==> src/rtl/gray_to_rgb_stream.sv <==
`default_nettype none
// gray_to_rgb_stream: two-stage gray -> 24-bit RGB expander with valid/ready handshake.
// Build macro GRAY_HEAT_MAP_EN enables the heat colour map (mode 2); otherwise mode 2 renders as gray.
module gray_to_rgb_stream #(
  parameter int FRAME_CNT_W  = 16,
  parameter int DEFAULT_MODE = 0
) (
  input  logic                   Sys_Clk,
  input  logic                   Rst_n,
  input  logic [1:0]             Mode_Sel,
  input  logic                   In_Valid,
  output logic                   In_Ready,
  input  logic [7:0]             In_Gray,
  input  logic                   In_Sof,
  input  logic                   In_Eol,
  output logic                   Out_Valid,
  input  logic                   Out_Ready,
  output logic [7:0]             RGB_Data_R,
  output logic [7:0]             RGB_Data_G,
  output logic [7:0]             RGB_Data_B,
  output logic                   Out_Sof,
  output logic                   Out_Eol,
  output logic [FRAME_CNT_W-1:0] Frame_Cnt
);

  localparam logic [1:0] c_DEFAULT_MODE = (DEFAULT_MODE == 1) ? 2'd1 :
                                          (DEFAULT_MODE == 2) ? 2'd2 : 2'd0;

  logic                   w_en;
  logic [1:0]             w_sel;
  logic [1:0]             w_beat_mode;
  logic [7:0]             w_x4;
  logic [7:0]             w_r;
  logic [7:0]             w_g;
  logic [7:0]             w_b;

  logic [1:0]             r_active_mode;
  logic                   r_s1_valid;
  logic [7:0]             r_s1_gray;
  logic                   r_s1_sof;
  logic                   r_s1_eol;
  logic [1:0]             r_s1_mode;
  logic                   r_out_valid;
  logic [7:0]             r_out_r;
  logic [7:0]             r_out_g;
  logic [7:0]             r_out_b;
  logic                   r_out_sof;
  logic                   r_out_eol;
  logic [FRAME_CNT_W-1:0] r_frame_cnt;

  assign w_en        = !r_out_valid || Out_Ready;
  assign w_sel       = (Mode_Sel == 2'd3) ? 2'd0 : Mode_Sel;
  assign w_beat_mode = In_Sof ? w_sel : r_active_mode;

  // Colour map of the stage-1 pixel; feeds the output register.
  always_comb begin
    w_x4 = {r_s1_gray[5:0], 2'b00};
    w_r  = r_s1_gray;
    w_g  = r_s1_gray;
    w_b  = r_s1_gray;
    case (r_s1_mode)
      2'd1: begin
        case (r_s1_gray[7:6])
          2'd0: begin w_r = 8'd0;   w_g = w_x4;   w_b = 8'd255; end
          2'd1: begin w_r = 8'd0;   w_g = 8'd255; w_b = ~w_x4;  end
          2'd2: begin w_r = w_x4;   w_g = 8'd255; w_b = 8'd0;   end
          default: begin w_r = 8'd255; w_g = ~w_x4; w_b = 8'd0; end
        endcase
      end
`ifdef GRAY_HEAT_MAP_EN
      2'd2: begin
        if (r_s1_gray < 8'd85) begin
          w_r = 8'(({2'b00, r_s1_gray}) * 10'd3);
          w_g = 8'd0;
          w_b = 8'd0;
        end else if (r_s1_gray < 8'd170) begin
          w_r = 8'd255;
          w_g = 8'(({2'b00, r_s1_gray} - 10'd85) * 10'd3);
          w_b = 8'd0;
        end else begin
          w_r = 8'd255;
          w_g = 8'd255;
          w_b = 8'(({2'b00, r_s1_gray} - 10'd170) * 10'd3);
        end
      end
`endif
      default: ;
    endcase
  end

  always_ff @(posedge Sys_Clk or negedge Rst_n) begin
    if (!Rst_n) begin
      r_active_mode <= c_DEFAULT_MODE;
      r_s1_valid    <= 1'b0;
      r_s1_gray     <= '0;
      r_s1_sof      <= 1'b0;
      r_s1_eol      <= 1'b0;
      r_s1_mode     <= c_DEFAULT_MODE;
      r_out_valid   <= 1'b0;
      r_out_r       <= '0;
      r_out_g       <= '0;
      r_out_b       <= '0;
      r_out_sof     <= 1'b0;
      r_out_eol     <= 1'b0;
      r_frame_cnt   <= '0;
    end else begin
      if (w_en) begin
        r_s1_valid  <= In_Valid;
        r_out_valid <= r_s1_valid;
        if (In_Valid) begin
          r_s1_gray <= In_Gray;
          r_s1_sof  <= In_Sof;
          r_s1_eol  <= In_Eol;
          r_s1_mode <= w_beat_mode;
          if (In_Sof) begin
            r_active_mode <= w_sel;
          end
        end
        if (r_s1_valid) begin
          r_out_r   <= w_r;
          r_out_g   <= w_g;
          r_out_b   <= w_b;
          r_out_sof <= r_s1_sof;
          r_out_eol <= r_s1_eol;
        end
      end
      if (r_out_valid && Out_Ready && r_out_sof) begin
        r_frame_cnt <= r_frame_cnt + FRAME_CNT_W'(1);
      end
    end
  end

  assign In_Ready   = w_en;
  assign Out_Valid  = r_out_valid;
  assign RGB_Data_R = r_out_r;
  assign RGB_Data_G = r_out_g;
  assign RGB_Data_B = r_out_b;
  assign Out_Sof    = r_out_sof;
  assign Out_Eol    = r_out_eol;
  assign Frame_Cnt  = r_frame_cnt;

endmodule
`default_nettype wire

==> config.mk <==
export PLATFORM = sky130hd
export DESIGN_NAME = gray_to_rgb_stream
export DESIGN_NICKNAME = d
export VERILOG_FILES = /design/src/rtl/gray_to_rgb_stream.sv
export SDC_FILE = /design/constraint.sdc
export NUM_CORES = 1
export LEC_CHECK = 0
export BUFFER_PORTS_ARGS = -buffer_cell sky130_fd_sc_hd__buf_2
export CORE_MARGIN = 2
export CORE_UTILIZATION = 30
export DETAILED_ROUTE_END_ITERATION = 7
export PLACE_DENSITY = 0.54
export SKIP_LAST_GASP = 1
export SLEW_MARGIN = 10
export SYNTH_ARGS = -nofsm -noshare
export SYNTH_HDL_FRONTEND = slang
export SYNTH_SLANG_ARGS = --single-unit
==> constraint.sdc <==
create_clock -name Sys_Clk -period 1.43 [get_ports Sys_Clk]
set_clock_uncertainty 0.05 [all_clocks]
set_input_delay 0 -clock Sys_Clk [delete_from_list [all_inputs] [get_ports Sys_Clk]]
set_output_delay 0 -clock Sys_Clk [all_outputs]
set_load 0.02 [all_outputs]
-- Word-level counts from Yosys, hierarchy flattened
Cells that the tools add are included.
- register bits after elaboration: 56
- input bits: 16
- output and inout bits: 44
- word-level logic and storage cells: 36
- $add $sub $neg: 1
- equality and inequality tests: 4
- muxes and demuxes: 8
- bitwise gates (word level): 1
- reductions and logical operators: 10
- operators by type and width (kind ; number):
    8-bit one-hot mux with 2 select lines ; 3
    8-bit two-way mux ; 3
    16-bit by 1-bit adder with 16-bit output, second input constant ; 1
    8-bit inverter ; 1
    2-bit by 1-bit == test with 1-bit output, second input constant ; 2
    2-bit == test, second input constant ; 2
    2-bit two-way mux ; 2
    2-bit AND reduction ; 2
    2-bit OR reduction ; 2
    3-bit AND reduction ; 1
    1-bit logical AND ; 2
    2-bit logical NOT ; 1
    1-bit logical NOT ; 1
    1-bit logical OR ; 1

-- Logic depth before layout (Yosys ltp)
- word-level depth: 4
- mapped depth: 7
- depth with buffers taken out: 6

-- Worst setup path before layout
OpenSTA, ideal clock, no wires.
- path type: reg2reg
- start: register r_s1_gray[6]
- end: register r_out_r[2], in the netlist RGB_Data_R[2]
- setup time: 76 ps
- data arrival time: 1426 ps
- required time: 1304 ps
- slack: -123 ps
- cell stages (with the launch flop): 6
- path buffers: 0
- clock period less this slack: 1553 ps
- cell sequence: dfrtp_1 > inv_1 > ha_1 > o31ai_1 > a21oi_1 > o21ai_1
- word-level cells in the longest chain between the ends: 4
- elaborated cells between the ends (all ways): 6
- classes of those cells: 2 x eq/ne; 2 x mux; 2 x reduce/logical
- ends and longest elaborated chain (element ; RTL line ; RTL):
    from (decl) ; 39 ; logic [7:0] r_s1_gray;
    from (signal assigned) ; 111 ; r_s1_gray <= In_Gray;
    2-bit by 1-bit == test with 1-bit output or 2-bit logical NOT (tied branches) ; 63 ; case (r_s1_gray[7:6])
    2-bit OR reduction (no line) ; n/a ;
    8-bit one-hot mux with 2 select lines (*) ; 63 ;
    8-bit two-way mux (*) ; 61 ; case (r_s1_mode)
    to (signal assigned) ; 120 ; r_out_r <= w_r;
    to (decl) ; 44 ; logic [7:0] r_out_r;
Every way passes the cells marked *; elsewhere a longest branch is shown, timed or not.
A chain may end at the register's enable or synchronous reset.

-- Worst setup path after layout
- start: register r_s1_gray[6]
- end: register r_out_r[7], in the netlist RGB_Data_R[7]
The elaborated chain is that of the path after synthesis.

==> results by group <==
Global routing
  • Initial antenna violation count: 0
  • First-pass GRT wire length: 10,300 um
  • Total track usage: between 10% and 20%
  • GRT overflow: 0
  • Vias in the first global route: approximately 2,100
  • Largest net degree at the start of global routing: 41

Clock network
  • Clock tree buffer depth: 2
  • Clock latency on the worst-skew pair: 0.31 ns
  • Htree depth: 2
  • Clk sinks: between 50 and 60
  • Worst-path clk slew: 0.10 ns
  • Num CTS Buffers: 5
  • CTS root buf: clkbuf_8
  • CTS tree: yes

Routing
  • Post-route ant nets: 0
  • First DRT Iteration DRCs: 89
  • DR WL/cell: roughly 14 um
  • # DRC: 0
  • DRT Pass-1 Iters: 4
  • Routed vias: 2,181
  • Drt total wl: about 6500 um
  • Vias per std cell: 4.79

Timing
  • WHS: -0.00953 ns
  • Slew Limit Fails: 0
  • Relative slew margins: 71.9%
  • Maximum clock frequency: around 680 MHz
  • Unrepaired setup endpoints after global routing: yes
  • Finish-stage setup viols: 11
  • Slew @ Worst Pin: 0.421 ns
  • Worst Slack Setup Final: -0.0381 ns
  • Final setup TNS: -0.147 ns
  • Min Tclk post-route: 1.47 ns
  • Post-route clock period utilization: 103%
  • Fin. Hold Viols: 1

Worst hold path
  • Worst min-delay path class: input port to flip-flop

Final layout
  • Util after Layout: 43.5%
  • Fillers: 849
  • Final layout net count: 372
  • ANT cells: 0
  • Final Cell Area: around 3600 sq um
  • Layout cells sized above 1: about two fifths
  • P&R area growth vs syn: 39.3%

Yosys
  • Synth warn: 0
  • Main synth FF type: dfrtp_1
  • Most instantiated library cell after synthesis: dfrtp_1
  • Post-synth top cells: dfrtp_1 (56), nand2_1 (41), o21ai_1 (19)
  • Post-Syn Instances: 249
  • EDFF count, synth: 0
  • Yosys top cell area share: 54.4%
  • Async set-reset flop share out of synthesis: 100%
  • Area leader, netlist: dfrtp_1
  • #FFs+latches synth: 56
  • Cell variety after synth: 34
  • Synth Net Count: between 200 and 300
  • Synth area leaders: dfrtp_1 (54%), nand2_1 (6.0%), xnor2_1 (4.4%), mux2_2 (3.9%), o21ai_1 (3.7%)
  • Mapped Avg Cell Area: 10.3 sq um
  • Post-synthesis sequential area ratio: 54.4%
  • Synthesized cell area: 2580 sq um

Run
  • Max Cap Viol: 0

Power and ir drop
  • Total design power: about 5.3 mW
  • Pwr dens: 1470 nW/um^2
  • Peak supply drop: 0.684 mV
  • LEAKAGE: 1.67 nW

Worst setup path
  • Critical Path AT: 1.67 ns
  • CP Class: flip-flop to flip-flop
  • CP startpoint kind: flip-flop
  • WP data required: between 1.5 and 2 ns
  • CP Capture Type: flip-flop
  • CP Max Fanout: 6

Die
  • IO Pins: 60
  • Die Span X: 96.7 um
  • Die height: between 90 and 100 um
  • Initial core utilization: 31.2%
  • Rows: 33
  • Die area: just over 9000 sq um
  • Core ar.: 8260 sq um

Placement
  • Dpl hpwl: about 4500 um
  • Routability Congestion: 0.803
  • Port bufs: between 50 and 60
  • Post-Place Cell Area: 3170 sq um

Run status
  • Outcome: complete, but fails checks
  • Violated checks: negative hold slack, negative setup slack
through the flow:
| step | cells | setup WS, ns |
|---|---|---|
| after floorplan | 249 | 0.0195 |
| after global placement | 428 | -0.103 |
| after detailed placement | 428 | -0.147 |
| after CTS | 452 | -0.0250 |
| after global routing | 455 | -0.0926 |
| final | 455 | -0.0381 |
metal layers:
metal  part of all wire, %  global-route usage, %  vias up
met3                   4.6                   3.03        8
met4                   1.1                   3.90        0
li1                      -                      -     1052
met5                     0                      0        -
met1                    49                   18.8     1070
met2                    46                   20.9       51
placed cells by master (no fill, tap or decap), types with 2 or more instances in the layout:
| master | synthesis | layout |
|---|---|---|
| inv_1 | 10 | 8 |
| xor2_1 | 2 | 2 |
| buf_2 | 3 | 59 |
| nor2_1 | 14 | 13 |
| mux2_2 | 9 | 9 |
| o21ai_1 | 19 | 18 |
| dfrtp_2 | 0 | 4 |
| xnor2_1 | 13 | 13 |
| ha_4 | 0 | 5 |
| o21a_1 | 5 | 5 |
| a21oi_1 | 11 | 8 |
| nand4_1 | 3 | 3 |
| dlygate4sd3_1 | 0 | 14 |
| buf_12 | 0 | 2 |
| nand2_1 | 41 | 41 |
| a31oi_1 | 6 | 6 |
| nand2b_1 | 5 | 4 |
| a22oi_1 | 6 | 5 |
| clkbuf_8 | 0 | 6 |
| buf_4 | 1 | 23 |
| o21ai_0 | 5 | 5 |
| dfrtp_1 | 56 | 52 |
| clkinv_2 | 0 | 2 |
| inv_2 | 0 | 2 |
| and2_2 | 0 | 2 |
| nand3_1 | 9 | 9 |
| a21oi_2 | 0 | 3 |
| and4_1 | 3 | 3 |
| buf_6 | 3 | 3 |
| o221ai_2 | 0 | 4 |
state kept, by name, summed over array words and instances (netlist names):
signal      cells
Frame_Cnt      16
Out_Eol         1
Out_Sof         1
Out_Valid       1
RGB_Data_B      8
RGB_Data_G      8
RGB_Data_R      8
r_s1_eol        1
r_s1_gray       8
r_s1_mode       2
r_s1_sof        1
r_s1_valid      1
final cells by class:
| type | count | area [sq um] | share of cell area, % |
|---|---|---|---|
| multi-input combinational | 175 | 1240 | 34.5 |
| clock buffer | 6 | 82.6 | 2.30 |
| timing repair buffer | 101 | 682 | 19.0 |
| clock inverter | 2 | 10.0 | 0.279 |
| tap | 105 | 131 | 3.66 |
| sequential | 56 | 1410 | 39.2 |
| inverter | 10 | 37.5 | 1.05 |
report_power, final:
part	switching [mW]	internal (mW)	leakage, nW
clock	0.524	0.389	0.0510
sequential	0.294	1.97	0.686
combinational	1.23	0.876	0.935
timing repair:
| item | in CTS | in global routing |
|---|---|---|
| hold endpoints to repair | 69 | 0 |
| hold buffers | 14 | 0 |
| setup endpoints to repair | 24 | 29 |
| buffers inserted | 2 | 1 |
| gates cloned | 0 | 2 |
| pin swaps | 8 | 10 |
| gates resized for setup | 12 | 20 |
critical path: stages, from the launching register on:
cell,delay [ns]
dfrtp_2,0.43
inv_2,0.10
ha_4,0.18
o31ai_4,0.39
a21oi_1,0.11
o21ai_1,0.14
worst paths after layout:
check | start | endpoint | slack [ns] | cells after the start
setup / recovery | r_s1_gray[6] | RGB_Data_R[7] | -0.04 | 5
hold reg to reg | Frame_Cnt[15] | Frame_Cnt[15] | 0.42 | 1
setup reg to reg | r_s1_gray[6] | RGB_Data_R[7] | -0.04 | 5
max in group asynchronous | Rst_n | r_s1_gray[6] | 0.68 | 3
min in group asynchronous | Rst_n | Frame_Cnt[13] | 0.09 | 2
hold / removal | In_Sof | r_s1_sof | -0.01 | 3
logic make-up after synthesis:
group	Yosys count	synth area share, %
adders and majority gates	7	3.40
and+or+nand+nor	82	14.9
AOI/OAI and AO/OA	59	13.6
buffers and inverters	20	4.08
DFF	56	54.4
xor gates and xnor gates	15	5.10
muxes	10	4.52
(Power assumes the default switching activity.)
